File: config.mk
export PLATFORM = sky130hd
export DESIGN_NAME = uart_rx
export DESIGN_NICKNAME = d
export VERILOG_FILES = /design/src/rtl/uart_rx.sv
export SDC_FILE = /design/constraint.sdc
export NUM_CORES = 1
export LEC_CHECK = 0
export CELL_PAD_IN_SITES_DETAIL_PLACEMENT = 1
export CELL_PAD_IN_SITES_GLOBAL_PLACEMENT = 1
export CORE_UTILIZATION = 45
export DETAILED_ROUTE_END_ITERATION = 16
export HOLD_SLACK_MARGIN = 0.12
export PLACE_DENSITY_LB_ADDON = 0.1
export SLEW_MARGIN = 20
export SYNTH_ARGS = -nofsm -noshare
export SYNTH_HDL_FRONTEND = slang
export SYNTH_SLANG_ARGS = --single-unit
File: constraint.sdc
create_clock -name clk_i -period 2.7 [get_ports clk_i]
set_input_delay 0.54 -clock clk_i [delete_from_list [all_inputs] [get_ports clk_i]]
set_output_delay 0.54 -clock clk_i [all_outputs]
set_load 0.02 [all_outputs]
File: src/rtl/uart_rx.sv
// Oversampled UART receiver with mid-bit sampling and a single-word output buffer.
// Optional parity checking is enabled by defining UART_RX_PARITY_EN.
module uart_rx #(
  parameter int OSR    = 16,
  parameter int DATA_W = 8
) (
  input  logic              clk_i,
  input  logic              reset_ni,
  input  logic              osr_tick_i,
  input  logic              rx_i,
`ifdef UART_RX_PARITY_EN
  input  logic              parity_odd_i,
  output logic              parity_err_o,
`endif
  output logic [DATA_W-1:0] data_o,
  output logic              valid_o,
  input  logic              ready_i,
  output logic              frame_err_o,
  output logic              overrun_o
);

  localparam int CW = $clog2(OSR);
  localparam int IW = $clog2(DATA_W + 1);
  localparam logic [CW-1:0] CNT_HALF = CW'(OSR / 2 - 1);
  localparam logic [CW-1:0] CNT_FULL = CW'(OSR - 1);
  localparam logic [IW-1:0] IDX_LAST = IW'(DATA_W - 1);

  // state    | meaning
  // S_IDLE   | line idle, waiting for a low sample
  // S_START  | qualifying the start bit at its midpoint
  // S_DATA   | sampling data bits mid-bit, LSB first
  // S_PARITY | sampling the parity bit (parity builds only)
  // S_STOP   | sampling the stop bit and delivering the word
  typedef enum logic [2:0] {
    S_IDLE,
    S_START,
    S_DATA,
`ifdef UART_RX_PARITY_EN
    S_PARITY,
`endif
    S_STOP
  } state_e;

  state_e            state_q, state_d;
  logic [CW-1:0]     cnt_q, cnt_d;
  logic [IW-1:0]     idx_q, idx_d;
  logic [DATA_W-1:0] shift_q, shift_d;
  logic [DATA_W-1:0] data_q, data_d;
  logic              valid_q, valid_d;
  logic              frame_err_q, frame_err_d;
  logic              overrun_q, overrun_d;
  logic              rx_meta_q, rx_meta_d;
  logic              rx_s_q, rx_s_d;
  logic              par_ok;

`ifdef UART_RX_PARITY_EN
  logic par_ok_q, par_ok_d;
  logic parity_err_q, parity_err_d;
  assign par_ok = par_ok_q;
`else
  assign par_ok = 1'b1;
`endif

  always_comb begin
    rx_meta_d   = rx_i;
    rx_s_d      = rx_meta_q;
    state_d     = state_q;
    cnt_d       = cnt_q;
    idx_d       = idx_q;
    shift_d     = shift_q;
    data_d      = data_q;
    valid_d     = valid_q;
    frame_err_d = 1'b0;
    overrun_d   = 1'b0;
`ifdef UART_RX_PARITY_EN
    par_ok_d     = par_ok_q;
    parity_err_d = 1'b0;
`endif

    if (valid_q && ready_i) valid_d = 1'b0;

    if (osr_tick_i) begin
      case (state_q)
        S_IDLE: begin
          if (!rx_s_q) begin
            state_d = S_START;
            cnt_d   = '0;
          end
        end
        S_START: begin
          if (cnt_q == CNT_HALF) begin
            state_d = rx_s_q ? S_IDLE : S_DATA;
            cnt_d   = '0;
            idx_d   = '0;
          end else begin
            cnt_d = cnt_q + 1'b1;
          end
        end
        S_DATA: begin
          if (cnt_q == CNT_FULL) begin
            shift_d = {rx_s_q, shift_q[DATA_W-1:1]};
            cnt_d   = '0;
            idx_d   = idx_q + 1'b1;
            if (idx_q == IDX_LAST) begin
`ifdef UART_RX_PARITY_EN
              state_d = S_PARITY;
`else
              state_d = S_STOP;
`endif
            end
          end else begin
            cnt_d = cnt_q + 1'b1;
          end
        end
`ifdef UART_RX_PARITY_EN
        S_PARITY: begin
          if (cnt_q == CNT_FULL) begin
            par_ok_d = ((^shift_q) ^ rx_s_q) == parity_odd_i;
            state_d  = S_STOP;
            cnt_d    = '0;
          end else begin
            cnt_d = cnt_q + 1'b1;
          end
        end
`endif
        S_STOP: begin
          if (cnt_q == CNT_FULL) begin
            state_d = S_IDLE;
            cnt_d   = '0;
            // Frame error outranks parity error; either one discards the word.
            if (!rx_s_q) begin
              frame_err_d = 1'b1;
            end else if (!par_ok) begin
`ifdef UART_RX_PARITY_EN
              parity_err_d = 1'b1;
`endif
            end else if (!valid_q || ready_i) begin
              data_d  = shift_q;
              valid_d = 1'b1;
            end else begin
              overrun_d = 1'b1;
            end
          end else begin
            cnt_d = cnt_q + 1'b1;
          end
        end
        default: state_d = S_IDLE;
      endcase
    end
  end

  always_ff @(posedge clk_i) begin
    if (!reset_ni) begin
      state_q     <= S_IDLE;
      cnt_q       <= '0;
      idx_q       <= '0;
      shift_q     <= '0;
      data_q      <= '0;
      valid_q     <= 1'b0;
      frame_err_q <= 1'b0;
      overrun_q   <= 1'b0;
      rx_meta_q   <= 1'b1;
      rx_s_q      <= 1'b1;
`ifdef UART_RX_PARITY_EN
      par_ok_q     <= 1'b1;
      parity_err_q <= 1'b0;
`endif
    end else begin
      state_q     <= state_d;
      cnt_q       <= cnt_d;
      idx_q       <= idx_d;
      shift_q     <= shift_d;
      data_q      <= data_d;
      valid_q     <= valid_d;
      frame_err_q <= frame_err_d;
      overrun_q   <= overrun_d;
      rx_meta_q   <= rx_meta_d;
      rx_s_q      <= rx_s_d;
`ifdef UART_RX_PARITY_EN
      par_ok_q     <= par_ok_d;
      parity_err_q <= parity_err_d;
`endif
    end
  end

  assign data_o      = data_q;
  assign valid_o     = valid_q;
  assign frame_err_o = frame_err_q;
  assign overrun_o   = overrun_q;
`ifdef UART_RX_PARITY_EN
  assign parity_err_o = parity_err_q;
`endif

endmodule

Word level (Yosys, flattened, before mapping)
Index checks and enable logic that the tools add are counted.
{"block": "classes", "addsub": 2, "eq_ne": 11, "muxes": 22, "reduce_logical": 14}
{"cell": "4-bit two-way mux", "count": 5}
{"cell": "3-bit two-way mux", "count": 5}
{"cell": "3-bit one-hot mux with 4 select lines", "count": 1}
{"cell": "4-bit one-hot mux with 3 select lines", "count": 1}
{"cell": "2-bit inequality test, second input constant", "count": 5}
{"cell": "5-bit AND reduction", "count": 2}
{"cell": "4-bit by 1-bit adder with 4-bit output, second input constant", "count": 2}
{"cell": "4-bit by 3-bit equality test with 1-bit output, second input constant", "count": 2}
{"cell": "1-bit two-way mux", "count": 8}
{"cell": "4-bit one-hot mux with 2 select lines", "count": 1}
{"cell": "4-bit AND reduction", "count": 2}
{"cell": "3-bit by 2-bit equality test with 1-bit output, second input constant", "count": 2}
{"cell": "3-bit AND reduction", "count": 2}
{"cell": "6-bit AND reduction", "count": 1}
{"cell": "4-bit equality test, second input constant", "count": 1}
{"cell": "3-bit by 1-bit equality test with 1-bit output, second input constant", "count": 1}
{"cell": "3-bit logical NOT", "count": 1}
{"cell": "3-bit nonzero test", "count": 1}
{"cell": "2-bit two-way mux", "count": 1}
{"cell": "2-bit nonzero test", "count": 1}
{"cell": "2-bit OR reduction", "count": 1}
{"cell": "1-bit logical AND", "count": 1}
{"cell": "1-bit logical NOT", "count": 1}
{"cell": "1-bit logical OR", "count": 1}
{"block": "word_totals", "reg_bits": 32, "input_bits": 5, "word_cells": 59}

Logic depth before layout (Yosys ltp)
Gate-level depths: netlist (run 1).
{"block": "depth", "ltp_word": 7, "mapped_depth": 6}

Worst setup path after synthesis (run 1)
No wires, ideal clock.
{"block": "synth_path", "path_type": "reg2reg", "startpoint": "reg cnt_q[0]", "endpoint": "reg data_q[5] (netlist: data_o[5])", "setup_time_ns": 0.074, "arrival_time_ns": 1.496, "slack_ns": 1.130, "path_stages_with_launch": 7, "n_path_buf": 1, "synth_period_minus_slack_ns": 1.570, "path_cell_list": "dfxtp_1 ha_1 nand3_4 nor4_4 buf_6 nand3_1 o21ai_0"}
{"block": "synth_between", "elab_chain_cells": 2}
{"element": "start, declared", "line_no": "45", "text": "logic [CW-1:0] cnt_q, cnt_d;"}
{"element": "start signal, assigned", "line_no": "170", "text": "cnt_q <= cnt_d;"}
{"element": "4-bit equality test", "line_no": "127", "text": "if (cnt_q == CNT_FULL) begin"}
{"element": "5-bit AND reduction (no source line)"}
{"element": "end signal, assigned", "line_no": "173", "text": "data_q <= data_d;"}
{"element": "end, declared", "line_no": "48", "text": "logic [DATA_W-1:0] data_q, data_d;"}
Every way passes these cells.
A chain may end at the register's enable or synchronous reset.

Final worst setup path (run 1)
{"block": "layout_path", "startpoint": "reg data_q[6] (netlist: data_o[6])", "endpoint": "out data_o[6]"}
{"element": "end, declared", "line_no": "15", "text": "output logic [DATA_W-1:0] data_o,"}
No word-level cell between the ends.

==> impl_metrics.env, run 1 <==
export IMPL_cp_max_fo=2
export IMPL_routed_wirelength_um=2740
export IMPL_synth_edf_count=0
export IMPL_root_buffer="clkbuf_4"
export IMPL_synth_ff_type="dfxtp_1"
export IMPL_synthTopCellsByArea="dfxtp_1 45%, mux2i_1 8.8%, nand2_1 4.9%, nand3_1 4.8%, nor2b_1 4.1%"
export IMPL_die_x_um=57.1
export IMPL_fp_dieH_um=57.1
export IMPL_port_buffers=15
export IMPL_antenna_found_initial=0
export IMPL_violations="design-rule violations"
export IMPL_fin_ws_ns=0.887
export IMPL_crit_buf_inv=1
export IMPL_critPathLaunchType="flop"
export IMPL_layout_drive_gt1_share_pct=8.64
export IMPL_final_antenna_net_count=0
export IMPL_dp_slack_ns=0.581
export IMPL_cp_arrival_ns=1.27
export IMPL_ctsHoldBuffers=0
export IMPL_core_mm2=0.00281
export IMPL_clockBufferDepth=2
export IMPL_num_rows=19
export IMPL_tightest_slew_ns=0.716
export IMPL_rsz0062_at_grt="false"
export IMPL_timing_fmax_mhz=552
export IMPL_dp_hpwl_um=1880
export IMPL_gp_congestion=0.806
export IMPL_grt_start_max_net_pins=22
export IMPL_drt_first_pass_iters=10
export IMPL_hold_viol=0
export IMPL_first_iter_violations=29
export IMPL_post_route_util_pct=57.1
export IMPL_synth_cell_types=34
export IMPL_drt_met1_wl_um=1240
export IMPL_max_slew_margin_rel_pct=51.8
export IMPL_avgViaCountPerCell=5.44
export IMPL_h_tree_depth=2
export IMPL_cp_required_ns=2.16
export IMPL_synth_fp_nets=152
export IMPL_track_usage_pct=19.8
export IMPL_diodes=0
export IMPL_critPathTopFamily="buffers and inverters"
export IMPL_critPathKind="reg2out"
export IMPL_fin_nets=168
export IMPL_slew_violations=0
export IMPL_fin_crit_sh_pct=67.2
export IMPL_ios=16
export IMPL_yosysWarnings=0
export IMPL_async_reset_ff_share_pct=0
export IMPL_end_kind="output port"
export IMPL_wl_met3_um=86
export IMPL_ys_seq_elements=31
export IMPL_maxCapViolCount=0
export IMPL_status="complete, but fails checks"
export IMPL_synth_top_area_cell="dfxtp_1"
export IMPL_synthesis_area_mm2=0.00137
export IMPL_n_fill_cell=328
export IMPL_dieArea_mm2=0.00326
export IMPL_highest_layer="met4"
export IMPL_finalSetupTns_ns=0
export IMPL_cts_setup_buffers=0
export IMPL_cts_buffers=5
export IMPL_critPathMaxStageDelay_ns=0.61
export IMPL_wl_per_cell_um=14.2
export IMPL_cts_tree="built"
export IMPL_seq_area_frac_synth_pct=45.4
export IMPL_vias=1050
export IMPL_power_density_mw_per_mm2=586
export IMPL_clk_insertion_delay_late_ns=0.32
export IMPL_overflow=0
export IMPL_fin_crit_ns=1.81
export IMPL_grt_first_pass_wirelength_um=4970
export IMPL_area_delta_synth_final_pct=17.2
export IMPL_clk_pin_slew_ns=0.10
export IMPL_cts_resized=0
export IMPL_postSynthAreaPerCell_um2=9.42
export IMPL_wl_met2_um=1360
export IMPL_grt_pass1_vias=1087
export IMPL_slowest_stage="clkdlybuf4s50_1"
export IMPL_finalClockSkew_ns=0.00910
export IMPL_hold_class="reg2reg"
export IMPL_start_util_pct=48.7
export IMPL_clock_sinks=31
export IMPL_cp_cell_sequence="clkdlybuf4s50_1"
export IMPL_p_leak_nw=0.540
export IMPL_drc=2
export IMPL_setup_viol=0
export IMPL_yosysTopAreaCellShare_pct=45.4
export IMPL_postSynthCellCount=145
export IMPL_peakVddDrop_v=0.000378
-- cell usage in the layout, fill, tap and decap left out, types with 2 or more instances in the layout --
master / Yosys / routed
a211oi_1: 2 / 2
a21oi_1: 3 / 3
a31oi_1: 2 / 2
and3_1: 2 / 2
buf_4: 1 / 2
bufinv_16: 0 / 2
clkbuf_4: 0 / 5
clkdlybuf4s50_1: 0 / 15
dfxtp_1: 31 / 31
ha_1: 2 / 2
inv_1: 3 / 3
mux2i_1: 12 / 12
nand2_1: 18 / 18
nand2b_1: 2 / 2
nand3_1: 13 / 13
nor2_1: 8 / 8
nor2b_1: 9 / 9
nor3_1: 2 / 2
o21a_1: 2 / 2
o21ai_0: 11 / 11
xnor2_1: 3 / 3
-- layout make-up --
type                       count  area [um^2]  share of cell area, %
clock buffer                   6         41.3                   2.58
clock inverter                 2         60.1                   3.75
inverter                       3         11.3                  0.703
multi-input combinational    103          664                   41.5
sequential                    31          621                   38.7
tap                           31         38.8                   2.42
timing repair buffer          17          165                   10.3
-- routing by layer --
metal  GRT usage [%]  vias to the layer above
li1                -                      534
met3            4.31                        7
met1            23.5                      494
met2            33.1                       15
met4            11.5                        0
met5               0                        -
-- sequential cells by signal (all words and copies together) (netlist names), 2 cells and up --
name / count
cnt_q: 4
data_o: 8
idx_q: 4
shift_q: 8
state_q: 2
-- Yosys cell counts (all sizes together) (2+ instances only) --
| library cell | number |
|---|---|
| o21a | 2 |
| xnor2 | 3 |
| and3 | 2 |
| dfxtp | 31 |
| a211oi | 2 |
| nor4 | 2 |
| nor2b | 9 |
| nor3 | 2 |
| a21oi | 3 |
| ha | 2 |
| inv | 3 |
| clkbuf | 4 |
| o21ai | 11 |
| nand2 | 18 |
| mux2i | 12 |
| nor2 | 9 |
| buf | 4 |
| nand3 | 14 |
| a31oi | 2 |
| nand2b | 2 |
-- through the flow --
| step | cells | hold WS (ns) | cell area [um^2] | total power, mW |
|---|---|---|---|---|
| 4_1_cts | 193 | 0.438 | 1600 | 0.952 |
| 5_1_grt | 193 | 0.472 | 1600 | 0.970 |
| 3_3_place_gp | 185 | 0.392 | 1500 | 0.504 |
| 2_1_floorplan | 145 | 0.386 | 1370 | 0.494 |
| 6_report | 193 | 0.428 | 1600 | 0.938 |
| 3_5_place_dp | 185 | 0.403 | 1500 | 0.505 |
-- cell families after synthesis --
group,after synthesis,synth area share (%)
and+or+nand+nor,62,25.5
DFF,31,45.4
AOI/OAI and AO/OA,24,10.5
muxes,12,8.79
buffers and inverters,11,5.95
xor gates and xnor gates,3,1.92
adders and majority gates,2,1.83
-- power by group --
part | internal [mW] | leakage (nW) | switching, mW
combinational | 0.0138 | 0.238 | 0.0164
sequential | 0.460 | 0.250 | 0.00422
clock | 0.289 | 0.0525 | 0.154
total | 0.763 | 0.540 | 0.175
-- worst paths after layout --
path | slack, ns | endpoint | startpoint | cells after the start
max | 0.89 | data_o[6] | data_o[6] | 1
min | 0.43 | rx_s_q | rx_meta_q | 1
max reg2reg | 1.03 | data_o[6] | cnt_q[0] | 6
min reg2reg | 0.43 | rx_s_q | rx_meta_q | 1
Power figures use the tool's default switching activity.
==> run 2: changes to the inputs <==
--- a/config.mk
+++ b/config.mk
@@ -7,7 +7,7 @@
 export LEC_CHECK = 0
 export CELL_PAD_IN_SITES_DETAIL_PLACEMENT = 1
 export CELL_PAD_IN_SITES_GLOBAL_PLACEMENT = 1
-export CORE_UTILIZATION = 45
+export CORE_UTILIZATION = 41
 export DETAILED_ROUTE_END_ITERATION = 16
 export HOLD_SLACK_MARGIN = 0.12
 export PLACE_DENSITY_LB_ADDON = 0.1
==> constraint.sdc (replaced) <==
create_clock -name clk_i -period 1.8 [get_ports clk_i]
set_input_delay 0.36 -clock clk_i [delete_from_list [all_inputs] [get_ports clk_i]]
set_output_delay 0.36 -clock clk_i [all_outputs]
set_load 0.02 [all_outputs]
==> impl_metrics.env, run 2 (synthesis results as in run 1) <==
export IMPL_postLayoutCellArea_mm2=0.00161
export IMPL_grt_pass1_vias=1106
export IMPL_ctsHoldBuffers=0
export IMPL_cp_arrival_ns=1.30
export IMPL_clk_insertion_delay_late_ns=0.34
export IMPL_cp_depth=1
export IMPL_power_density_mw_per_mm2=714
export IMPL_r2r_worst_path_cells=4
export IMPL_vias=1080
export IMPL_wl_per_cell_um=13.8
export IMPL_core_mm2=0.00310
export IMPL_final_antenna_net_count=0
export IMPL_crit_buf_inv=1
export IMPL_grt_start_max_net_pins=26
export IMPL_placed_cell_area_mm2=0.00155
export IMPL_multi_input_area_um2=667
export IMPL_fp_dieH_um=59.7
export IMPL_dp_slack_ns=-0.0484
export IMPL_min_path_cells=1
export IMPL_area_delta_synth_final_pct=17.8
export IMPL_routed_wirelength_um=2880
export IMPL_timing_fmax_mhz=601
export IMPL_p_leak_nw=0.530
export IMPL_slew_violations=0
export IMPL_hold_viol=0
export IMPL_seq_area_um2=622
export IMPL_cp_required_ns=1.44
export IMPL_rsz0062_at_grt="false"
export IMPL_ios=16
export IMPL_maxCapViolCount=0
export IMPL_cp_max_fo=2
export IMPL_avgViaCountPerCell=5.17
export IMPL_critPathTopFamily="buffers and inverters"
export IMPL_root_buffer="clkbuf_4"
export IMPL_end_kind="output port"
export IMPL_critPathLaunch="data_o[7]"
export IMPL_critPathLaunchType="flop"
export IMPL_first_iter_violations=30
export IMPL_clockBufferDepth=2
export IMPL_placedCellCount=201
export IMPL_finalSetupTns_ns=0
export IMPL_reg2reg_from="state_q[1]"
export IMPL_holdCritStartpoint="rx_meta_q"
export IMPL_clk_pin_slew_ns=0.10
export IMPL_dp_hpwl_um=2010
export IMPL_cts_tree="built"
export IMPL_n_fill_cell=409
export IMPL_fin_crit_sh_pct=92.4
export IMPL_drt_first_pass_iters=4
export IMPL_hold_class="reg2reg"
export IMPL_fin_crit_ns=1.66
export IMPL_layout_common_cells="30 x dfxtp_1, 18 x nand2_1, 15 x clkdlybuf4s50_1"
export IMPL_cp_cell_sequence="clkdlybuf4s50_1"
export IMPL_critPathKind="reg2out"
export IMPL_fin_nets=171
export IMPL_fin_ws_ns=0.137
export IMPL_diodes=0
export IMPL_max_slew_margin_rel_pct=59.0
export IMPL_instances_no_fill=209
export IMPL_peakVddDrop_v=0.000420
export IMPL_clock_sinks=31
export IMPL_gp_congestion=0.785
export IMPL_layout_drive_gt1_share_pct=11.5
export IMPL_num_rows=20
export IMPL_dieArea_mm2=0.00357
export IMPL_port_buffers=15
export IMPL_slowest_stage="clkdlybuf4s50_1"
export IMPL_critPathMaxStageDelay_ns=0.61
export IMPL_track_usage_pct=19.8
export IMPL_h_tree_depth=2
export IMPL_drc=0
export IMPL_cts_buffers=5
export IMPL_die_x_um=59.7
export IMPL_setup_viol=0
export IMPL_overflow=0
export IMPL_antenna_found_initial=0
export IMPL_final_common_cell="dfxtp_1"
export IMPL_status="finished, final reports clean"
export IMPL_tightest_slew_ns=0.610
export IMPL_finalClockSkew_ns=0.00398
export IMPL_start_util_pct=44.0
export IMPL_grt_first_pass_wirelength_um=5060
-- run 2: cell count changes in the layout (fill, tap and decap cells not counted) --
| cell | before | now |
|---|---|---|
| dfxtp_1 | 31 | 30 |
| clkinv_2 | 0 | 1 |
| buf_4 | 2 | 4 |
| dfxtp_2 | 0 | 1 |
| buf_12 | 0 | 1 |
| bufinv_16 | 2 | 0 |
| clkinvlp_4 | 0 | 1 |
| ha_2 | 0 | 1 |
| ha_1 | 2 | 1 |
-- run 2: cell type report --
type | count | area share, %
clock buffers | 6 | 2.57
clock inverters | 2 | 0.778
inverters | 3 | 0.700
multi-input cells | 103 | 41.4
flip-flops and latches | 31 | 38.6
well taps | 44 | 3.42
repair buffers | 20 | 12.4
-- run 2: per-layer routing --
layer / global-route usage (%) / routed length (um) / vias up
met5: 0 / 0 / -
met4: 12.3 / 77 / 0
met3: 6.71 / 97 / 7
met2: 31.0 / 1420 / 17
met1: 23.1 / 1280 / 517
li1: - / - / 539
-- run 2: final timing paths --
| kind | to | slack, ns |
|---|---|---|
| setup / recovery | data_o[7] | 0.14 |
| hold reg to reg | rx_s_q | 0.42 |
| setup reg to reg | shift_q[5] | 0.20 |
| hold / removal | rx_s_q | 0.42 |
-- run 2: metrics by stage --
step	util (%)	power [mW]	hold WS (ns)
floorplan	-	0.741	0.386
global placement	50.0	0.759	0.394
detailed placement	50.0	0.761	0.405
CTS	51.7	1.16	0.435
global route	51.9	1.19	0.457
finish	51.9	1.15	0.421
-- run 2: power by group --
group          total (mW)  internal [mW]  leakage [nW]  switching, mW
sequential          0.697          0.690         0.251        0.00657
combinational      0.0487         0.0234         0.251         0.0253
clock               0.404          0.150        0.0282          0.253
-- run 2: timing repair --
action,4_1_cts,5_1_grt
hold endpoints to repair,0,0
resized for setup,0,2
endpoints found under the setup margin,0,2
buffers inserted,0,0
==> run 3: changes to the inputs <==
--- a/config.mk
+++ b/config.mk
@@ -11,6 +11,7 @@
 export DETAILED_ROUTE_END_ITERATION = 16
 export HOLD_SLACK_MARGIN = 0.12
 export PLACE_DENSITY_LB_ADDON = 0.1
+export SKIP_LAST_GASP = 1
 export SLEW_MARGIN = 20
 export SYNTH_ARGS = -nofsm -noshare
 export SYNTH_HDL_FRONTEND = slang
==> results of run 3 <==
No change in the layout: final DEF, timing and power equal those of run 2.
==> edit 1: new RTL, settings of run 3 <==
Register the input `rx_i` before use. The logic sees it one clock later. The other inputs are not delayed to match.
--- a/src/rtl/uart_rx.sv
+++ b/src/rtl/uart_rx.sv
@@ -41,4 +41,10 @@
     S_STOP
   } state_e;
+
+  logic rx_q;
+
+  always_ff @(posedge clk_i) begin
+    rx_q <= rx_i;
+  end
 
   state_e            state_q, state_d;
@@ -63,5 +69,5 @@
 
   always_comb begin
-    rx_meta_d   = rx_i;
+    rx_meta_d   = rx_q;
     rx_s_d      = rx_meta_q;
     state_d     = state_q;
Function: no difference found for any inputs over 10 cycles, from zero or initial values and one cycle with reset_ni low; that may be too few to reach the edited logic, so the function may still have changed.
==> edit 1 against run 3 <==
  * Final area grew 3.0%
  * Sequential cell count grew 1
  * Synthesized area shrank 0.73%
  * Core utilization grew 1.6 points
  * Routed wire length shrank 5.6%
  * Setup slack lost 0.0088 ns
  * Die area shrank 0.70%
  * Fmax shrank 0.53%
  * Non-clock buffer count is the same
  * Total power grew 21%
  * Critical path type is now flop to flop
  * Largest cell class unchanged
==> edit 1: results (changes against run 3) <==
Post-Syn Nets 148 (was 152); Setup Buffers After CTS 0 (unchanged); VDD IR-drop max 0.000642 V (was 0.000420 V); port bufs 15 (unchanged); sequential share of the synthesized area 0.472 (was 0.454); mux cell area share after synthesis 0.0812 (was 0.0879); global-route wire length before repair 4.79 mm (was 5.06 mm); Max stage delay cell, worst path dfxtp_1 (was clkdlybuf4s50_1); largest net degree at the start of global routing 39 (was 26); crit-path leading delay family simple AND/OR/NAND/NOR gates (was buffers and inverters); Fill cells 370 (was 409); final weighted congestion in routability-driven placement 0.802 (was 0.785); leakage 0.576 nW (was 0.530 nW); Vias/cell 5.14 (was 5.17); critical path peak fanout 9 (was 2); final WL 2.72 mm (was 2.88 mm); Final HPWL DP 1.87 mm (was 2.01 mm); Worst Max-Slew Pin Slew 0.613 ns (was 0.610 ns); Post-Synth Adder-Cell Area 0.0185 (was 0.0183); layout cell share with drive strength beyond 1 0.119 (was 0.115); worst min-delay path category flop to flop (unchanged); Post-Synth XOR/XNOR Area 0.0194 (was 0.0192); post-synthesis compound-gate area fraction 0.113 (was 0.105); Iter 0 DRT Violations 45 (was 30); Critical Path Max Stage Delay 0.38 ns (was 0.61 ns); final non-filler cell total 204 (was 209); CP Data Arrival Time 1.91 ns (was 1.30 ns); top post-synthesis cells by count dfxtp_1 (32), nand2_1 (13), nor2b_1 (13), o21ai_0 (13), nand3_1 (12) (was dfxtp_1 (31), nand2_1 (18), nand3_1 (13)); status completed (unchanged); vias in the first global route 1,027 (was 1,106); Total GRT Usage 0.190 (was 0.198); Final nets 166 (was 171); post-synthesis average cell area 9.62 sq um (was 9.42 sq um); total CTS buffers 5 (unchanged); Post-DP Area 1560 sq um (was 1550 sq um); post-synth cell types 37 (was 34); crit path kind flop to flop (was flop to output port); CTS root buf clkbuf_4 (unchanged); H-tree levels 2 (unchanged); Max Clock Skew 0.00804 ns (was 0.00398 ns); ranking of synthesized cells by area dfxtp_1 (47%), mux2i_1 (8.1%), nor2b_1 (6.0%) (was dfxtp_1 (45%), mux2i_1 (8.8%), nand2_1 (4.9%)); Initial DRT Pass Iterations 2 (was 4)
==> edit 1: cell count changes after synthesis, moves of 2 or more <==
cell and delta:
inv_1 -2, a211oi_1 -2, o21ai_0 +2, nand2_1 -5, nor2b_1 +4, clkbuf_8 -2
nor3b_1 +2, xor2_1 +2, a31oi_1 -2, a21oi_1 -3, nor2_1 -5, xnor2_1 -2
==> edit 1: worst paths after layout <==
path	to	slack, ns	startpoint	cells after the start
hold / removal	rx_meta_q	0.42	rx_meta_d	1
setup / recovery	shift_q[7]	0.13	cnt_q[0]	6
setup reg to reg	shift_q[7]	0.13	cnt_q[0]	6
hold reg to reg	rx_meta_q	0.42	rx_meta_d	1
==> edit 1: layout make-up <==
cell class,count,area (sq um),share of cell area
tap,44,55.1,0.0332
clock buffer,7,65.1,0.0392
clock inverter,1,30.0,0.0181
inverter,2,7.51,0.00453
sequential,32,641,0.386
multi-input combinational,98,647,0.390
timing repair buffer,20,213,0.128
==> edit 1: worst register-to-register path, stage by stage (launching register included) <==
cell and delay, ns:
dfxtp_1 0.38, ha_1 0.29, nand3_1 0.16, nor3_1 0.22
buf_4 0.23, mux2i_1 0.22, nor2b_1 0.06
==> edit 1: logic make-up after synthesis <==
logic type	after synthesis
AOI/OAI and AO/OA	24
xor gates and xnor gates	3
adders and majority gates	2
buffers and inverters	11
DFF	32
muxes	11
and+or+nand+nor	58
==> edit 1: per-stage QoR <==
| step | worst slack (ns) | TNS, ns |
|---|---|---|
| 2_1_floorplan | 0.348 | 0 |
| 3_3_place_gp | -0.0561 | -0.336 |
| 4_1_cts | 0.121 | 0 |
| 6_report | 0.128 | 0 |
| 5_1_grt | 0.0157 | 0 |
| 3_5_place_dp | -0.120 | -0.847 |
==> edit 1: report_power, final <==
group          internal (mW)  switching [mW]
logic                 0.0249          0.0240
clock network          0.369           0.258
registers              0.713         0.00366
total                   1.11           0.285
==> edit 1: per-layer routing <==
metal | vias up | global-route usage | part of all wire
li1 | 529 | - | -
met1 | 494 | 0.213 | 0.45
met2 | 18 | 0.310 | 0.48
met3 | 8 | 0.0808 | 0.043
met4 | 0 | 0.0930 | 0.025
met5 | - | 0 | 0
==> edit 2: new RTL, flow settings as in run 3 <==
Without the edit above. Add a define of `UART_RX_PARITY_EN`.
--- a/src/rtl/uart_rx.sv
+++ b/src/rtl/uart_rx.sv
@@ -1,4 +1,6 @@
 // Oversampled UART receiver with mid-bit sampling and a single-word output buffer.
 // Optional parity checking is enabled by defining UART_RX_PARITY_EN.
+`define UART_RX_PARITY_EN
+
 module uart_rx #(
   parameter int OSR    = 16,
Ports: changed (added parity_err_o and parity_odd_i); port bits go from 16 to 18. The function was not compared with the original's and may differ.
==> edit 2 against run 3 <==
  * Setup slack lost 0.082 ns
  * Clock skew shrank 0.00079 ns
  * Sequential power grew 8.9%
  * Final area grew 27%
  * Synthesized area grew 18%
  * Via count grew 28%
  * Largest cell class unchanged
  * Sequential cell count grew 3
  * Total power grew 23%
  * Critical path depth grew 5
  * Routed wire length grew 34%
==> edit 2: results (changes against run 3) <==
Critical Path Max Stage Delay 0.49 ns (was 0.61 ns); Post-Syn Nets 189 (was 152); total CTS buffers 5 (unchanged); Total GRT Usage 0.206 (was 0.198); global-route wire length before repair 6.57 mm (was 5.06 mm); final weighted congestion in routability-driven placement 0.833 (was 0.785); CTS root buf clkbuf_8 (was clkbuf_4); post-synth cell types 41 (was 34); Synth warnings 0 (unchanged); H-tree levels 2 (unchanged); Initial DRT Pass Iterations 4 (unchanged); crit-path leading delay family simple AND/OR/NAND/NOR gates (was buffers and inverters); Final HPWL DP 2.93 mm (was 2.01 mm); critical path peak fanout 4 (was 2); post-synthesis average cell area 8.88 sq um (was 9.42 sq um); final WL 3.86 mm (was 2.88 mm); Final nets 223 (was 171); sequential share of the synthesized area 0.424 (was 0.454); Max stage delay cell, worst path or4_1 (was clkdlybuf4s50_1); Vias/cell 5.24 (was 5.17); Max Clock Skew 0.00319 ns (was 0.00398 ns); Post-synth ARST share 0 (unchanged); layout cell share with drive strength beyond 1 0.176 (was 0.115); largest net degree at the start of global routing 21 (was 26); Post-DP Area 1950 sq um (was 1550 sq um); VDD IR-drop max 0.000517 V (was 0.000420 V); Worst Max-Slew Pin Slew 0.422 ns (was 0.610 ns); Iter 0 DRT Violations 47 (was 30); # placed instances 256 (was 201); port bufs 17 (was 15); Fill cells 438 (was 409); leakage 0.721 nW (was 0.530 nW); worst skew pair latency 0.28 ns (was 0.34 ns); clock slew seen by the registers of the worst setup and hold paths 0.06 ns (was 0.10 ns); routed vias 1,383 (was 1,080); top post-synthesis cells by count dfxtp_1 (34), nand2_1 (27), nor2_1 (21) (was dfxtp_1 (31), nand2_1 (18), nand3_1 (13)); CP Data Arrival Time 1.94 ns (was 1.30 ns); status completed (unchanged); pre-CTS setup slack -0.125 ns (was -0.0484 ns); Setup Buffers After CTS 0 (unchanged); final core utilization 0.551 (was 0.519); ranking of synthesized cells by area dfxtp_1 (42%), nand2_1 (6.3%), mux2i_1 (5.0%) (was dfxtp_1 (45%), mux2i_1 (8.8%), nand2_1 (4.9%)); ys flop type dfxtp_1 (unchanged)
edit 2: cell types whose count changed after synthesis, sizes merged, moves of 6 or more:
cell,before,now
xnor2,3,9
nand2,18,27
a21oi,3,14
nor2,9,21
o21ai,11,4
nand3,14,5
edit 2: worst register-to-register path, cell delays in order, from the launching register on:
cell and delay (ns):
dfxtp_1 0.33, ha_1 0.21, buf_4 0.15, a41oi_1 0.25, o2111ai_1 0.15, or4_1 0.49, o221ai_1 0.08
edit 2: power by group:
part           switching [mW]  internal (mW)
Sequential            0.00263          0.756
Clock                   0.252          0.308
Combinational          0.0478         0.0446
Total                   0.302           1.11
edit 2: worst paths after layout:
kind,start,to,slack [ns]
setup reg to reg,cnt_q[0],cnt_q[3],0.05
hold / removal,rx_meta_q,rx_s_q,0.44
setup / recovery,cnt_q[0],cnt_q[3],0.05
hold reg to reg,rx_meta_q,rx_s_q,0.44
edit 2: what timing repair did:
item,CTS,global route
endpoints found under the setup margin,1,4
resized for setup,1,4
pin swaps,0,1
gates cloned,0,0
edit 2: layout make-up:
| cell class | count | share of cell area |
|---|---|---|
| Tap cell | 48 | 0.0293 |
| Sequential cell | 34 | 0.333 |
| Multi-Input combinational cell | 134 | 0.425 |
| Inverter | 3 | 0.00550 |
| Timing Repair Buffer | 37 | 0.163 |
| Clock buffer | 7 | 0.0422 |
| Clock inverter | 1 | 0.00244 |
edit 2: per-layer routing:
metal / up-vias / track usage / share of wire
li1: 694 / - / -
met1: 668 / 0.233 / 0.45
met2: 17 / 0.375 / 0.52
met3: 4 / 0.0528 / 0.025
met4: 0 / 0.0639 / 0.0052
met5: - / 0 / 0
edit 2: kinds of logic (layout without fill, tap and decap cells):
group	after synthesis	after routing	synth area share
AOI/OAI and AO/OA	30	30	0.136
xor gates and xnor gates	10	10	0.0545
adders and majority gates	2	2	0.0156
buffers and inverters	13	48	0.0382
DFF	34	34	0.424
muxes	10	10	0.0639
and+or+nand+nor	82	82	0.268
